--- src/rtl/l2_bank_arb_pkg.sv ---
// L2 bank arbiter shared types and constants.
// Optional zero-fill FSM enabled by L2_BANK_ARB_INIT_EN.
package l2_bank_arb_pkg;

  typedef enum logic {
    IDLE = 1'b0,
    INIT = 1'b1
  } state_e;

  localparam logic MEM_CSN_IDLE = 1'b1;
  localparam logic MEM_WEN_IDLE = 1'b1;

endpackage

--- src/rtl/l2_rr_arbiter.sv ---
// Round-robin selector: first requester after ptr wins.
// Purely combinational; caller owns the pointer register.
module l2_rr_arbiter #(
  parameter int N  = 2,
  parameter int PW = (N > 1) ? $clog2(N) : 1
) (
  input  logic [N-1:0]  req,
  input  logic [PW-1:0] ptr,
  output logic [N-1:0]  gnt
);

  logic found;

  // scan ptr+1, ptr+2, ... modulo N; first hit wins
  always_comb begin
    gnt   = '0;
    found = 1'b0;
    for (int i = 1; i <= N; i++) begin
      for (int j = 0; j < N; j++) begin
        if (!found && req[j] &&
            j == (int'(ptr) + i) % N) begin
          gnt[j] = 1'b1;
          found  = 1'b1;
        end
      end
    end
  end

endmodule

--- src/rtl/l2_bank_arbiter.sv ---
// Shares one L2 bank between NB_REQ ports, one access/cycle.
// Define L2_BANK_ARB_INIT_EN to add the zero-fill INIT state.
module l2_bank_arbiter
  import l2_bank_arb_pkg::*;
#(
  parameter int NB_REQ     = 2,
  parameter int ADDR_WIDTH = 13,
  parameter int DATA_WIDTH = 32
) (
  input  logic clk_i,
  input  logic rst_ni,
  input  logic init_ni,
  input  logic [NB_REQ-1:0] req_i,
  input  logic [NB_REQ-1:0][ADDR_WIDTH-1:0] add_i,
  input  logic [NB_REQ-1:0] wen_i,
  input  logic [NB_REQ-1:0][DATA_WIDTH/8-1:0] be_i,
  input  logic [NB_REQ-1:0][DATA_WIDTH-1:0] wdata_i,
  output logic [NB_REQ-1:0] gnt_o,
  output logic [NB_REQ-1:0] rvalid_o,
  output logic [DATA_WIDTH-1:0] rdata_o,
  output logic mem_csn_o,
  output logic mem_wen_o,
  output logic [DATA_WIDTH/8-1:0] mem_be_o,
  output logic [ADDR_WIDTH-1:0] mem_add_o,
  output logic [DATA_WIDTH-1:0] mem_wdata_o,
  input  logic [DATA_WIDTH-1:0] mem_rdata_i,
  output logic init_done_o
);

  localparam int PW = (NB_REQ > 1) ? $clog2(NB_REQ) : 1;

  logic [PW-1:0]         ptr_q, ptr_d;
  logic [NB_REQ-1:0]     rr_gnt, rvalid_q;
  logic                  serve, filling;
  logic [ADDR_WIDTH-1:0] fill_add;

`ifdef L2_BANK_ARB_INIT_EN
  state_e                state_q, state_d;
  logic [ADDR_WIDTH-1:0] cnt_q, cnt_d;

  // fsm state and fill counter
  always_ff @(posedge clk_i or negedge rst_ni) begin
    if (!rst_ni) begin
      state_q <= INIT;
      cnt_q   <= '0;
    end else begin
      state_q <= state_d;
      cnt_q   <= cnt_d;
    end
  end

  // fill walks every word once, then returns to IDLE
  always_comb begin
    state_d = state_q;
    cnt_d   = cnt_q;
    unique case (state_q)
      IDLE: if (!init_ni) state_d = INIT;
      INIT: begin
        if (cnt_q == {ADDR_WIDTH{1'b1}}) begin
          state_d = IDLE;
          cnt_d   = '0;
        end else begin
          cnt_d = cnt_q + 1'b1;
        end
      end
      default: state_d = IDLE;
    endcase
  end

  assign serve       = rst_ni && (state_q == IDLE);
  assign filling     = rst_ni && (state_q == INIT);
  assign fill_add    = cnt_q;
  assign init_done_o = (state_q == IDLE);
`else
  logic unused_init;
  assign unused_init = init_ni;
  assign serve       = rst_ni;
  assign filling     = 1'b0;
  assign fill_add    = '0;
  assign init_done_o = 1'b1;
`endif

  l2_rr_arbiter #(
    .N  (NB_REQ),
    .PW (PW)
  ) u_rr (
    .req (req_i),
    .ptr (ptr_q),
    .gnt (rr_gnt)
  );

  assign gnt_o = serve ? rr_gnt : '0;

  // pointer follows the granted port
  always_comb begin
    ptr_d = ptr_q;
    for (int k = 0; k < NB_REQ; k++) begin
      if (gnt_o[k]) ptr_d = PW'(k);
    end
  end

  // bank port: fill, granted port, or idle
  always_comb begin
    mem_csn_o   = MEM_CSN_IDLE;
    mem_wen_o   = MEM_WEN_IDLE;
    mem_be_o    = '0;
    mem_add_o   = '0;
    mem_wdata_o = '0;
    if (filling) begin
      mem_csn_o = 1'b0;
      mem_wen_o = 1'b0;
      mem_be_o  = '1;
      mem_add_o = fill_add;
    end else begin
      for (int k = 0; k < NB_REQ; k++) begin
        if (gnt_o[k]) begin
          mem_csn_o   = 1'b0;
          mem_wen_o   = wen_i[k];
          mem_be_o    = be_i[k];
          mem_add_o   = add_i[k];
          mem_wdata_o = wdata_i[k];
        end
      end
    end
  end

  // pointer and response strobe registers
  always_ff @(posedge clk_i or negedge rst_ni) begin
    if (!rst_ni) begin
      ptr_q    <= PW'(NB_REQ - 1);
      rvalid_q <= '0;
    end else begin
      ptr_q    <= ptr_d;
      rvalid_q <= gnt_o;
    end
  end

  assign rvalid_o = rvalid_q;
  assign rdata_o  = (|rvalid_q) ? mem_rdata_i : '0;

endmodule
--- config.mk ---
export PLATFORM = sky130hd
export DESIGN_NAME = l2_bank_arbiter
export DESIGN_NICKNAME = d
export VERILOG_FILES = /design/src/rtl/l2_bank_arb_pkg.sv /design/src/rtl/l2_rr_arbiter.sv /design/src/rtl/l2_bank_arbiter.sv
export SDC_FILE = /design/constraint.sdc
export NUM_CORES = 1
export LEC_CHECK = 0
export CORE_MARGIN = 8
export CORE_UTILIZATION = 26
export DETAILED_ROUTE_END_ITERATION = 7
export PLACE_DENSITY = 0.82
export SETUP_SLACK_MARGIN = 0.02
export SLEW_MARGIN = 20
export SYNTH_ARGS = -nofsm -noshare
export SYNTH_HDL_FRONTEND = slang
export SYNTH_SLANG_ARGS = --single-unit
export TNS_END_PERCENT = 20
--- constraint.sdc ---
create_clock -name clk_i -period 1.3 [get_ports clk_i]
set_input_delay 0.13 -clock clk_i [delete_from_list [all_inputs] [get_ports clk_i]]
set_output_delay 0.13 -clock clk_i [all_outputs]
set_load 0.05 [all_outputs]
==> flow_summary_export.csv <==
group,metric,value,unit
run_status,outcome,"complete, but fails checks",
run_status,violations,"setup timing",
die,pin_count,225,
setup_path,crit_type,"reg -> out",
setup_path,worstPathCellList,"nor2b_4 -> bufbuf_16 -> o32ai_4 -> buf_6",
detailed_routing,routed_wl,11.1,mm
grt,antenna_found_initial,0,
yosys,synthesis.nets,368,
detailed_routing,drc,0,
clocking,clock_latency,220,ps
job,maxCapViolCount,0,
finish,area_growth,204,%
sta,slew_viol_final,0,
finish,utilization,80.2,%
sta,whs,146,ps
grt,grt_overflow,0,
sta,hold_viol,0,
die,die_y,98.3,um
die,initial_core_util,26.4,%
sta,fin_crit_sh,131,%
pwr,peakVddDrop,0.000473,V
finish,antennaDiodeCount,0,
setup_path,cp.arrival,1570,ps
clocking,cts_num_sinks,3,
placement,gp_congestion,0.862,
detailed_routing,drt_iter0_drc,51,
clocking,clk_pin_slew,30,ps
pwr,power_density,657,nW/um^2
yosys,synth_flop_cell,"dfrtp_1",
detailed_routing,antenna_left,0,
pwr,p_leak,2.04,nW
clocking,htreeDepth,1,
yosys,yosys_warnings,0,
yosys,synth_edf_count,0,
detailed_routing,firstDrtPassIters,5,
hold_path,hold_class,"in -> async",
placement,port-buffer-count,222,
finish,nFillCells,397,
yosys,ys_seq_elements,3,
yosys,yosysTopAreaCellShare,45.2,%
sta,setup_slack,-397,ps
setup_path,crit_slowest_cell,"dfstp_2",
yosys,avgSynthCellArea,7.63,um^2
detailed_routing,wire_per_inst,20.6,um
yosys,yosysTopAreaCell,"o32ai_2",
finish,drive_gt1_share,46.3,%
yosys,yosysMostFrequentCell,"nand2_1",
clocking,cts_tree,"yes",
grt,track_usage,22.4,%
detailed_routing,vias,2677,
yosys,async_reset_ff_share,100,%
setup_path,worstSetupStartpointType,"flop",
grt,grt_pass1_vias,3141,
placement,placed_cells,527,
yosys,syn-cell-area,1760,um^2
clocking,clockRootBuffer,"clkbuf_8",
grt,grt_pass1_wl,17.2,mm
sta,finalSetupViolations,84,
yosys,synthCells,231,
setup_path,worst_path_largest_cell_delay,560,ps
setup_path,worstSetupEndpointType,"primary output",
die,dieArea,9670,um^2
yosys,yosys-top-cells-area,"o32ai_2 (45%), nand2_1 (21%), nor2b_1 (12%)",
placement,dp.final_hpwl,8.58,mm
finish,final_cells,538,
setup_path,worstPathRequired,1170,ps
finish,fin_nets,596,
sta,finalSetupTns,-21020,ps
grt,grt_max_degree,31,
yosys,ys_seq_area_share,4.33,%
sta,rsz0062_at_grt,"true",
yosys,ys_types,18,
die,die_w,98.3,um
sta,min_period,1700,ps
sta,max_freq,589,MHz
detailed_routing,viasPerCell,4.98,
setup_path,path_max_fanout,6,
die,fp.coreArea,6680,um^2
clocking,cts_buffers,3,
die,rows,30,
sta,skew,2.20,ps
yosys,synth_common_cells,"nand2_1 (100), o32ai_2 (49), nor2b_1 (33)",
clocking,cts_buffer_depth,2,
## sequential cells by signal, summed over array words and instances, names as in the netlist
signal / cells
rvalid_o: 2
ptr_q: 1
## placed cells by master, fill, tap and decap left out, types with 2 or more instances in the layout
master,Yosys,final
nor2b_4,0,31
dlygate4sd3_1,0,2
buf_12,0,25
nand2_1,100,100
nor2_4,0,2
nand2b_1,2,2
dfrtp_2,0,2
o32ai_4,0,49
clkbuf_8,0,3
a21oi_1,2,2
buf_4,7,25
nor2b_1,33,2
clkdlybuf4s50_1,0,132
dlygate4sd2_1,0,2
buf_6,9,70
## kinds of logic (layout without fill, tap and decap cells)
kind of cell	count (synthesis)	in the layout	synth area share [%]
DFF	3	3	4.33
other	1	1	0.213
buffers and inverters	35	262	13.8
AOI/OAI and AO/OA	55	55	47.6
and+or+nand+nor	137	137	34.1
## layer usage
metal / vias to the layer above / wire, um / share of wire (%) / GRT usage, %
met1: 1254 / 3740 / 34 / 21.4
met3: 22 / 712 / 6.4 / 5.12
met5: - / 0 / 0 / 0
li1: 1272 / - / - / -
met2: 129 / 6350 / 57 / 45.0
met4: 0 / 305 / 2.7 / 7.79
## final timing paths
kind | slack [ps] | end | cells after the start | startpoint
max | -400 | mem_add_o[8] | 4 | ptr_q$_DFFE_PN1P_
max reg2reg | 50 | rvalid_o[0]$_DFF_PN0_ | 4 | ptr_q$_DFFE_PN1P_
min reg2reg | 670 | ptr_q$_DFFE_PN1P_ | 3 | ptr_q$_DFFE_PN1P_
max in group asynchronous | 610 | rvalid_o[0]$_DFF_PN0_ | 3 | rst_ni
min | 150 | ptr_q$_DFFE_PN1P_ | 2 | rst_ni
min in group clk_i | 390 | ptr_q$_DFFE_PN1P_ | 3 | rst_ni
## per-stage QoR
stage | setup slack, ps | total power, mW | instance area, um^2
final | -397 | 3.52 | 5360
after global routing | -439 | 3.67 | 5360
after CTS | -390 | 3.54 | 5360
after detailed placement | -368 | 3.02 | 4920
after global placement | -345 | 2.98 | 4920
after floorplan | -208 | 2.01 | 2580
## critical path: cells and delay by family (launching register included)
family,cells,cell delay [ps]
AO/OA/AOI/OAI,1,240
buffers and inverters,2,480
flip-flops,1,560
AND/OR/NAND/NOR,1,60
## area by class of cell
type	instances	area (um^2)	area share, %
clock buffers	4	45.0	0.840
repair buffers	257	2870	53.5
well taps	80	100	1.87
multi-input cells	193	2260	42.2
flip-flops and latches	3	78.8	1.47
inverters	1	6.26	0.117
## repair_timing
action / 4_1_cts / 5_1_grt
endpoints found under the hold margin: 2 / 0
hold buffers: 2 / 0
gates cloned: 1 / 0
pin swaps: 4 / 1
gates resized for setup: 73 / 0
endpoints found under the setup margin: 85 / 85
buffers inserted: 4 / 0
## power by group
part	internal, mW	switching [mW]	leakage, nW
combinational	1.45	1.68	1.98
sequential	0.110	0.0158	0.0340
clock	0.209	0.0630	0.0228
No activity file was read; power rests on OpenSTA's default activity.
